--- config.mk ---
export PLATFORM = sky130hd
export DESIGN_NAME = instr_fetch_unit
export DESIGN_NICKNAME = d
export VERILOG_FILES = /design/src/rtl/instr_fetch_unit.sv
export SDC_FILE = /design/constraint.sdc
export NUM_CORES = 1
export LEC_CHECK = 0
export ABC_AREA = 1
export CORE_ASPECT_RATIO = 1.2
export CORE_MARGIN = 4
export CORE_UTILIZATION = 57
export DETAILED_ROUTE_END_ITERATION = 12
export GPL_TIMING_DRIVEN = 0
export PLACE_DENSITY = 0.86
export SETUP_SLACK_MARGIN = 0.2
export SLEW_MARGIN = 20
export SYNTH_ARGS = -nofsm -noshare
export SYNTH_HDL_FRONTEND = slang
export SYNTH_SLANG_ARGS = --single-unit
--- constraint.sdc ---
create_clock -name clk -period 8.11 [get_ports clk]
set_clock_uncertainty 0.1 [all_clocks]
set_input_delay 1.2165 -clock clk [delete_from_list [all_inputs] [get_ports clk]]
set_output_delay 1.2165 -clock clk [all_outputs]
set_load 0.005 [all_outputs]
--- src/rtl/instr_fetch_unit.sv ---
// Instruction-fetch front end: owns the fetch PC, issues credit-limited word reads to
// instruction memory and buffers in-order responses in a small FIFO for Decode.
module instr_fetch_unit #(
  parameter logic [31:0] RESET_PC = 32'h0000_0000,
  parameter int unsigned DEPTH    = 2
) (
  input  logic        clk,
  input  logic        rst,
  output logic        imem_req,
  output logic [31:0] imem_addr,
  input  logic        imem_gnt,
  input  logic        imem_rvalid,
  input  logic [31:0] imem_rdata,
  output logic        validD,
  output logic [31:0] instrD,
  output logic [31:0] pcD,
  input  logic        stallD,
  input  logic        redirect,
  input  logic [31:0] redirect_pc
);

  localparam int unsigned PW = $clog2(DEPTH);
  localparam int unsigned CW = PW + 1;

  logic [31:0]   fpcQ, fpcNext;
  logic [31:0]   rpcQ, rpcNext;
  logic [CW-1:0] outstandingQ, outstandingNext;
  logic [CW-1:0] discardQ, discardNext;
  logic [CW-1:0] countQ, countNext;
  logic [PW-1:0] rdPtrQ, rdPtrNext;
  logic [PW-1:0] wrPtrQ, wrPtrNext;

  logic [31:0] instrMem [DEPTH];
  logic [31:0] pcMem    [DEPTH];

  logic        pop, issue, push, dropResp;
  logic [CW:0] creditsUsed;

  assign validD = (countQ != '0);
  assign pop    = validD & ~stallD & ~redirect;

  // Every granted request owns a FIFO slot, so a returning response can always be pushed.
  assign creditsUsed = (CW+1)'(outstandingQ) + (CW+1)'(countQ) - (CW+1)'(pop);
  assign imem_req    = rst & ~redirect & (creditsUsed < (CW+1)'(DEPTH));
  assign imem_addr   = fpcQ;
  assign issue       = imem_req & imem_gnt;

  assign dropResp = imem_rvalid & (redirect | (discardQ != '0));
  assign push     = imem_rvalid & ~dropResp;

  assign instrD = validD ? instrMem[rdPtrQ] : '0;
  assign pcD    = validD ? pcMem[rdPtrQ]    : '0;

  always_comb begin
    fpcNext         = fpcQ;
    rpcNext         = rpcQ;
    outstandingNext = outstandingQ + CW'(issue) - CW'(imem_rvalid);
    discardNext     = discardQ;
    countNext       = countQ + CW'(push) - CW'(pop);
    rdPtrNext       = rdPtrQ;
    wrPtrNext       = wrPtrQ;
    if (issue) fpcNext = fpcQ + 32'd4;
    if (push) begin
      rpcNext   = rpcQ + 32'd4;
      wrPtrNext = wrPtrQ + PW'(1);
    end
    if (pop) rdPtrNext = rdPtrQ + PW'(1);
    if (imem_rvalid && (discardQ != '0)) discardNext = discardQ - CW'(1);
    // Redirect wins: everything still in flight, including a same-cycle response, is dropped.
    if (redirect) begin
      fpcNext     = redirect_pc & 32'hFFFF_FFFC;
      rpcNext     = redirect_pc & 32'hFFFF_FFFC;
      discardNext = outstandingQ - CW'(imem_rvalid);
      countNext   = '0;
      rdPtrNext   = '0;
      wrPtrNext   = '0;
    end
  end

  always_ff @(posedge clk or negedge rst) begin
    if (!rst) begin
      fpcQ         <= RESET_PC;
      rpcQ         <= RESET_PC;
      outstandingQ <= '0;
      discardQ     <= '0;
      countQ       <= '0;
      rdPtrQ       <= '0;
      wrPtrQ       <= '0;
    end else begin
      fpcQ         <= fpcNext;
      rpcQ         <= rpcNext;
      outstandingQ <= outstandingNext;
      discardQ     <= discardNext;
      countQ       <= countNext;
      rdPtrQ       <= rdPtrNext;
      wrPtrQ       <= wrPtrNext;
    end
  end

  // Storage needs no reset: outputs are gated by validD.
  always_ff @(posedge clk) begin
    if (push) begin
      instrMem[wrPtrQ] <= imem_rdata;
      pcMem[wrPtrQ]    <= rpcQ;
    end
  end

endmodule

# Word level (Yosys, flattened, before mapping)

Memory sizes are Yosys's and may differ from the RTL's.
Index checks and enable logic that the tools add are counted.

Bits in registers: 72
Memory bits (writable): 128
Input bits: 70
Output and inout bits: 98
Memories: 2

Memory list:

| memory   | depth | width | read ports | clocked after Yosys merged registers in | write ports | RTL line | source |
|---|---|---|---|---|---|---|---|
| instrMem | 2     | 32    | 1          | 0                                       | 1           | 33       | `logic [31:0] instrMem [DEPTH];` |
| pcMem    | 2     | 32    | 1          | 0                                       | 1           | 34       | `logic [31:0] pcMem [DEPTH];` |

Add/subtract/negate cells: 12
Magnitude comparators: 1
Muxes and demuxes: 15
Bitwise logic cells: 11
Reduce and logical (&&, ||, !) cells: 7

Operators with widths:

| cell                    | count |
|---|---|
| $mux W32                | 6 |
| $add A32 B3 Y32 const B | 2 |
| $reduce_bool A2 Y1      | 6 |
| $and A1 B1 Y1           | 7 |
| $mux W1                 | 6 |
| $mux W2                 | 3 |
| $sub A2 B1 Y2           | 3 |
| $add A2 B1 Y2           | 2 |
| $add A2 B2 Y3           | 1 |
| $lt A3 B2 Y1 const B    | 1 |
| $not A1 Y1              | 3 |
| $sub A3 B1 Y3           | 1 |
| $add A1 B1 Y1 const B   | 2 |
| $sub A2 B1 Y2 const B   | 1 |
| $logic_and A1 B1 Y1     | 1 |
| $or A1 B1 Y1            | 1 |

# Logic depth before layout (Yosys ltp)

Gate-level depths: netlist of the first run.

Word-level depth: 9
Gate-level depth with buffers: 16

# Least setup slack after synthesis of the first run

OpenSTA, ideal clock, no wires.

Kind: input port to flip-flop
Start point: in redirect
End point: mem instrMem[0][0], enable pin
Data arrival time: 4342 ps
Required time: 7527 ps
Path slack: 3185 ps
Stages on the path: 4
Buffers on the path: 1
Cell sequence: buf_2 nor2_1 inv_1 nor2_1

Cells in the longest elaborated chain, start to end: 6

RTL lines:

| item                          | RTL line | source |
|---|---|---|
| start, declared               | 18       | `input logic redirect,` |
| $or A1 B1 Y1                  | 48       | `assign dropResp = imem_rvalid & (redirect \| (discardQ != '0));` |
| $and A1 B1 Y1                 | 48       |  |
| $not A1 Y1                    | 49       | `assign push = imem_rvalid & ~dropResp;` |
| $and A1 B1 Y1                 | 49       |  |
| $mux W1                       | 102      | `if (push) begin` |
| $mux W1 (implied by the code) | 103      | `instrMem[wrPtrQ] <= imem_rdata;` |
| end, declared                 | 33       |  |

No other way between the ends.

# Worst setup path in the final report of the first run

Start point: in redirect
End point: out imem_req

Cells in the longest elaborated chain, start to end: 5

RTL lines:

| item            | RTL line | source |
|---|---|---|
| $not A1 Y1 *    | 40, 44   |  |
| $and A1 B1 Y1   | 40       | `assign pop = validD & ~stallD & ~redirect;` |
| $sub A3 B1 Y3   | 43       | `assign creditsUsed = (CW+1)'(outstandingQ) + (CW+1)'(countQ) - (CW+1)'(pop);` |
| $lt A3 B2 Y1    | 44       | `assign imem_req = rst & ~redirect & (creditsUsed < (CW+1)'(DEPTH));` |
| $and A1 B1 Y1 * | 44       |  |
| end, declared   | 9        | `output logic imem_req,` |

Every way passes the cells marked *; elsewhere a longest branch is shown, timed or not.

==> impl_metrics.ini, run 1 <==
[synth]
netlist_area_um2 = 9458
avgSynthCellArea_um2 = 8.847
async_flop_share_pct = 35.42
ys_types = 40
synth_top_area_share_pct = 39.37
synth_top_area_cell = edfxtp_1
synth_cells = 1069
ys_seq_area_share_pct = 57.36
synth_area_leaders = edfxtp_1 (39%), dfrtp_1 (18%), nand2_1 (14%), a21oi_1 (4.8%), nand3_1 (4.0%)
synth_common_cells = nand2_1 (358), edfxtp_1 (124), inv_1 (96)
synth_edf_count = 124
ys.flop_type = edfxtp_1
yosys_warnings = 0
ys_ff_latch = 192
synth.most_common_cell = nand2_1

[timing]
slew_headroom_pct = 42.26
fmax_mhz = 172.7
fin_crit_sh_pct = 71.39
hold_ws_ns = 0.4195
finalSetupViolCount = 0
slew_violations = 0
rsz0062_at_grt = false
setup_tns_ns = 0
finalHoldViolCount = 0
min_period_ns = 5.790
fin_ws_ns = 2.320
tightest_slew_ns = 0.8630

[clock_tree]
cts-buffers-inserted = 17
tritoncts = done
path_clk_slew_ns = 0.08
cts_root_buf = clkbuf_16
cts-hold-fix-buffers = 0
cts_resized = 0
clockBufferDepth = 2
clk-insertion-delay-late_ns = 0.44
cts_sinks = 192
ctsHtreeMaxLevel = 4
cts_setup_buffers = 0

[global_route]
grt_usage_pct = 26.31
grt_pass1_vias = 8140
antenna_found_initial = 0
grt_pass1_wl_mm = 39.18
grt_max_degree = 54
grt-ovfl-total = 0

[placed_design]
gp_congestion = 0.9254
dpl.hpwl_mm = 17.86
dp_slack_ns = 2.357
portBuffers = 161
place_inst = 1450

[layout]
drive_gt1_share_pct = 7.559
antenna-diode-count = 0
fin_nets = 1338
area_growth_pct = 27.77
instances_no_fill = 1482

[worst_setup_path]
r2r_start = countQ[1]
end_kind = output pin
ff2ff_setup_slack_ns = 4.29
critPathKind = input port to output pin
r2r-end = outstandingQ[1]
crit_fanout = 10
start_kind = input port
crit_path_top_delay_cell = clkdlybuf4s50_1
crit_top_cell = clkdlybuf4s50_1
r2r_cells = 14
critPathMaxStageDelay_ns = 0.52
crit_chain = clkdlybuf4s50_1, buf_2, buf_1, nor2_1, ha_1, or2_2, fa_1, nand3_2, nor2_4, clkdlybuf4s50_1
worstPathRequired_ns = 6.79
cp.arrival_ns = 4.47

[route]
first_iter_violations = 593
vias_per_cell = 5.487
detail-route-antenna-nets = 0
dr.pass1.iters = 5
drt-total-wl_mm = 24.30
avgRoutedWirePerCell_um = 16.40
vias = 8131
drc = 0

[hold_path]
hp-class = flop to flop
hold_path_end = outstandingQ[0]
hp-start = outstandingQ[0]
hold_depth = 1

[floorplan]
pin_count = 168
coreArea_um2 = 16270
die_y_um = 149.1
die_x_um = 125.6
die-area_um2 = 18730
rows = 51
start_util_pct = 58.12

[status]
status = finished clean

[power_and_ir_drop]
power_leakage_nw = 4.958
power_density_nw_per_um2 = 249.0
vdd_ir_drop_max_mv = 0.1433

[job]
maxCapViolCount = 0
-- per-stage QoR --
stage,util [%],total power [W],instance area (µm²)
final,74.26,0.003009,12080
after global routing,74.26,0.003171,12080
after CTS,74.26,0.003021,12080
after detailed placement,70.51,0.002163,11470
after global placement,69.73,0.002122,11350
after floorplan,-,0.001749,9469
-- layer usage --
metal / up-vias / GRT usage (%) / routed length (µm)
met5: - / 0 / 0
met4: 0 / 13.12 / 973
met3: 73 / 4.298 / 1764
met2: 365 / 46.23 / 12240
met1: 3792 / 31.40 / 9324
li1: 3901 / - / -
-- worst max path at each step --
| stage | start | slack [ns] | depth (start not counted) | end |
|---|---|---|---|---|
| after floorplan | redirect | 3.19 | 4 | instrMem[0][0] |
| after global placement | imem_rvalid | 1.10 | 5 | instrMem[1][21] |
| after detailed placement | redirect | 2.36 | 10 | imem_req |
| after CTS | redirect | 2.35 | 10 | imem_req |
| after global routing | redirect | 2.19 | 10 | imem_req |
| final | redirect | 2.32 | 10 | imem_req |
-- state kept, by name, summed over array words and instances (netlist names) --
signal / cells
rpcQ: 30
wrPtrQ: 1
countQ: 2
instrMem: 64
rdPtrQ: 1
pcMem: 60
discardQ: 2
imem_addr: 30
outstandingQ: 2
-- cell families (layout without fill, tap and decap cells) --
logic type               Yosys count  count (layout)  share of synthesized area (%)
adder cells (fa/ha/maj)           11              11                          1.535
AO/OA/AOI/OAI                    145             145                          8.308
XOR/XNOR                          10              10                         0.9260
AND/OR/NAND/NOR                  568             568                          25.66
other                              1               4                        0.03965
flip-flops                       192             192                          57.36
buffers and inverters            142             340                          6.165
-- critical path: cells and delay by family --
family,cells,cell delay (ns)
buffers and inverters,4,1.75
and+or+nand+nor,4,0.69
adders and majority gates,2,0.80
-- report_power, final --
part           internal, W  switching (W)  leakage [nW]
Clock             0.000469       0.000391         0.297
Sequential         0.00119       0.000133          1.94
Combinational     0.000374       0.000451          2.72
-- final cells by class --
| class | instances | area, µm² |
|---|---|---|
| Sequential cell | 192 | 5425 |
| Fill cell | 1142 | 4188 |
| Multi-Input combinational cell | 738 | 3476 |
| Timing Repair Buffer | 166 | 1724 |
| Clock buffer | 17 | 425.4 |
| Inverter | 102 | 382.9 |
| Tap cell | 212 | 265.3 |
| Buffer | 40 | 200.2 |
| Clock inverter | 15 | 185.2 |
-- layout by cell type (no fill, tap or decap), drive strengths merged, types with 2 or more instances in the layout --
cell type	Yosys	layout
clkinv	0	3
or2	4	4
o21bai	7	7
xnor2	5	5
and2	3	3
ha	10	10
buf	20	26
edfxtp	124	124
conb	1	4
nand3	76	76
a31oi	5	5
clkbuf	20	37
nand2	369	369
xor2	5	5
o211ai	7	7
a21oi	91	91
nor2	98	98
inv	102	111
nand4	9	9
nor3	7	7
dfrtp	68	68
o21ai	29	29
bufinv	0	2
clkdlybuf4s50	0	160
a22oi	2	2
No activity file was read; power rests on OpenSTA's default activity.
==> inputs of run 2 (changes only) <==
- CORE_UTILIZATION: 57 -> 48
- PLACE_DENSITY: 0.86 -> 0.78
- clock period: 8.11 -> 4.8 ns (I/O delays scaled with it)
==> run 2 against run 1 <==
  * Die area rose by 18%
  * Worst setup slack got worse by 2.0 ns
  * Via count fell by 3.4%
  * Clock power rose by 66%
  * Sequential share of layout area fell by 0.18 points
  * Total power rose by 68%
  * Worst hold slack got worse by 0.28 ns
  * Utilization fell by 12 points
  * Wire length fell by 0.58%
  * First-iteration DRC count fell by 28%
  * Final cell count rose by 3.3%
  * Critical endpoint unchanged
==> impl_metrics.ini, run 2 (synthesized netlist as in run 1, its figures left out) <==
[placed_design]
dpl.hpwl_mm = 18.02
place_area_um2 = 11520
portBuffers = 161
place_inst = 1499
gp_congestion = 0.9615
dp_slack_ns = 0.07967

[clock_tree]
clockBufferDepth = 2
clk-insertion-delay-late_ns = 0.43
cts-buffers-inserted = 17
tritoncts = done
path_clk_slew_ns = 0.07
ctsHtreeMaxLevel = 4
cts_root_buf = clkbuf_16
cts_sinks = 192

[timing]
fin_crit_sh_pct = 92.63
slew_headroom_pct = 49.66
finalHoldViolCount = 0
tightest_slew_ns = 0.7532
min_period_ns = 4.446
rsz0062_at_grt = false
fin_ws_ns = 0.3538
finalSetupViolCount = 0
slew_violations = 0
hold_ws_ns = 0.1370
fmax_mhz = 224.9

[floorplan]
coreArea_um2 = 19480
rows = 56
start_util_pct = 48.55
die_x_um = 136.1
pin_count = 168
die-area_um2 = 22020
die_y_um = 161.8

[worst_setup_path]
crit_chain = clkdlybuf4s50_1, clkbuf_4, clkbuf_4, nor2_1, ha_1, or2_2, fa_1, nand3_2, nor2_4, clkdlybuf4s50_1
cp.arrival_ns = 3.63
start_kind = input port
critPathMaxStageDelay_ns = 0.51
crit_path_top_delay_cell = fa_1
end_kind = output pin
worstPathRequired_ns = 3.98
crit_fanout = 10
critPathKind = input port to output pin

[power_and_ir_drop]
power_leakage_nw = 4.950
finalPower_w = 0.005060
power_density_nw_per_um2 = 417.0
vdd_ir_drop_max_mv = 0.2763

[layout]
drive_gt1_share_pct = 7.638
final-seq-area_um2 = 5425
largest_register = instrMem
final_cell_mix = nand2_1 (358), clkdlybuf4s50_1 (160), edfxtp_1 (124)
fin_nets = 1338
reg_top3 = instrMem: 64 flops, pcMem: 60 flops
antenna-diode-count = 0
fillCellCount = 1665
instances_no_fill = 1531
layout_commonest_cell = nand2_1
multiInputGateArea_um2 = 3478
largest_reg_flops = 64
area_growth_pct = 28.28
final_area_um2 = 12130

[route]
first_iter_violations = 429
detail-route-antenna-nets = 0
avgRoutedWirePerCell_um = 15.78
vias = 7854
dr.pass1.iters = 5
drc = 0
vias_per_cell = 5.130
drt-total-wl_mm = 24.16

[status]
status = finished clean

[global_route]
antenna_found_initial = 0
grt-ovfl-total = 0
grt_max_degree = 39
grt_usage_pct = 22.18
grt_pass1_vias = 7608
grt_pass1_wl_mm = 38.21

[hold_path]
hp-class = input port to async pin

[job]
maxCapViolCount = 0
==> run 2: changes by cell type in the layout (fill, tap and decap cells not counted), sizes merged <==
cell	delta
clkinvlp	+1
buf	-2
clkbuf	+3
clkinv	+2
inv	-4
==> run 2: final timing paths <==
path / from / end / slack, ns / cells after the start
worst max-delay path: redirect / imem_req / 0.35 / 10
worst min-delay path: rst / imem_addr[29] / 0.14 / 1
worst max register to register: countQ[1] / outstandingQ[1] / 1.29 / 14
worst min register to register: rpcQ[2] / pcMem[1][2] / 0.42 / 0
max in group asynchronous: rst / rpcQ[4] / 3.89 / 2
min in group clk: rpcQ[2] / pcMem[1][2] / 0.42 / 0
==> run 2: timing repair <==
item,CTS,global route
hold buffers,0,0
buffers inserted,0,0
resized for setup,2,2
pin swaps,0,0
setup endpoints to repair,1,1
endpoints found under the hold margin,0,0
==> run 2: area by class of cell <==
cell class              count  share of cell area, %
flip-flops and latches    192                  44.71
multi-input cells         738                  28.67
repair buffers            166                  14.11
clock buffers              18                  3.537
inverters                 102                  3.156
well taps                 261                  2.692
plain buffers              40                  1.702
clock inverters            14                  1.423
==> run 2: critical path, delay by kind of cell <==
kind / cells / cell delay, ns
fa+ha+maj: 2 / 0.78
simple gates: 4 / 0.63
buf+inv: 4 / 1.48
==> run 2: report_power, final <==
group | switching [W] | leakage (nW) | total [W] | internal (W)
Combinational | 0.000761 | 2.72 | 0.00139 | 0.000633
Clock | 0.000646 | 0.289 | 0.00143 | 0.000787
Sequential | 0.000219 | 1.94 | 0.00223 | 0.00201
Total | 0.00163 | 4.95 | 0.00506 | 0.00343
==> run 2: layer usage <==
metal	vias up	global-route usage, %	routed length, µm
met2	287	38.62	12280
li1	3890	-	-
met3	38	3.872	1850
met1	3639	27.38	9429
met4	0	8.662	598
met5	-	0	0
==> run 2: through the flow <==
step	setup TNS, ns	utilization, %
floorplan	0	-
global placement	-237.32	58.56
detailed placement	0	59.15
CTS	0	62.26
global route	0	62.29
finish	0	62.29
==> inputs of run 3 (changes only) <==
- CAP_MARGIN: unset -> 10
- HOLD_SLACK_MARGIN: unset -> 0.03
==> results of run 3 <==
Same layout as run 2: the final DEF is identical, and so are final timing and power.
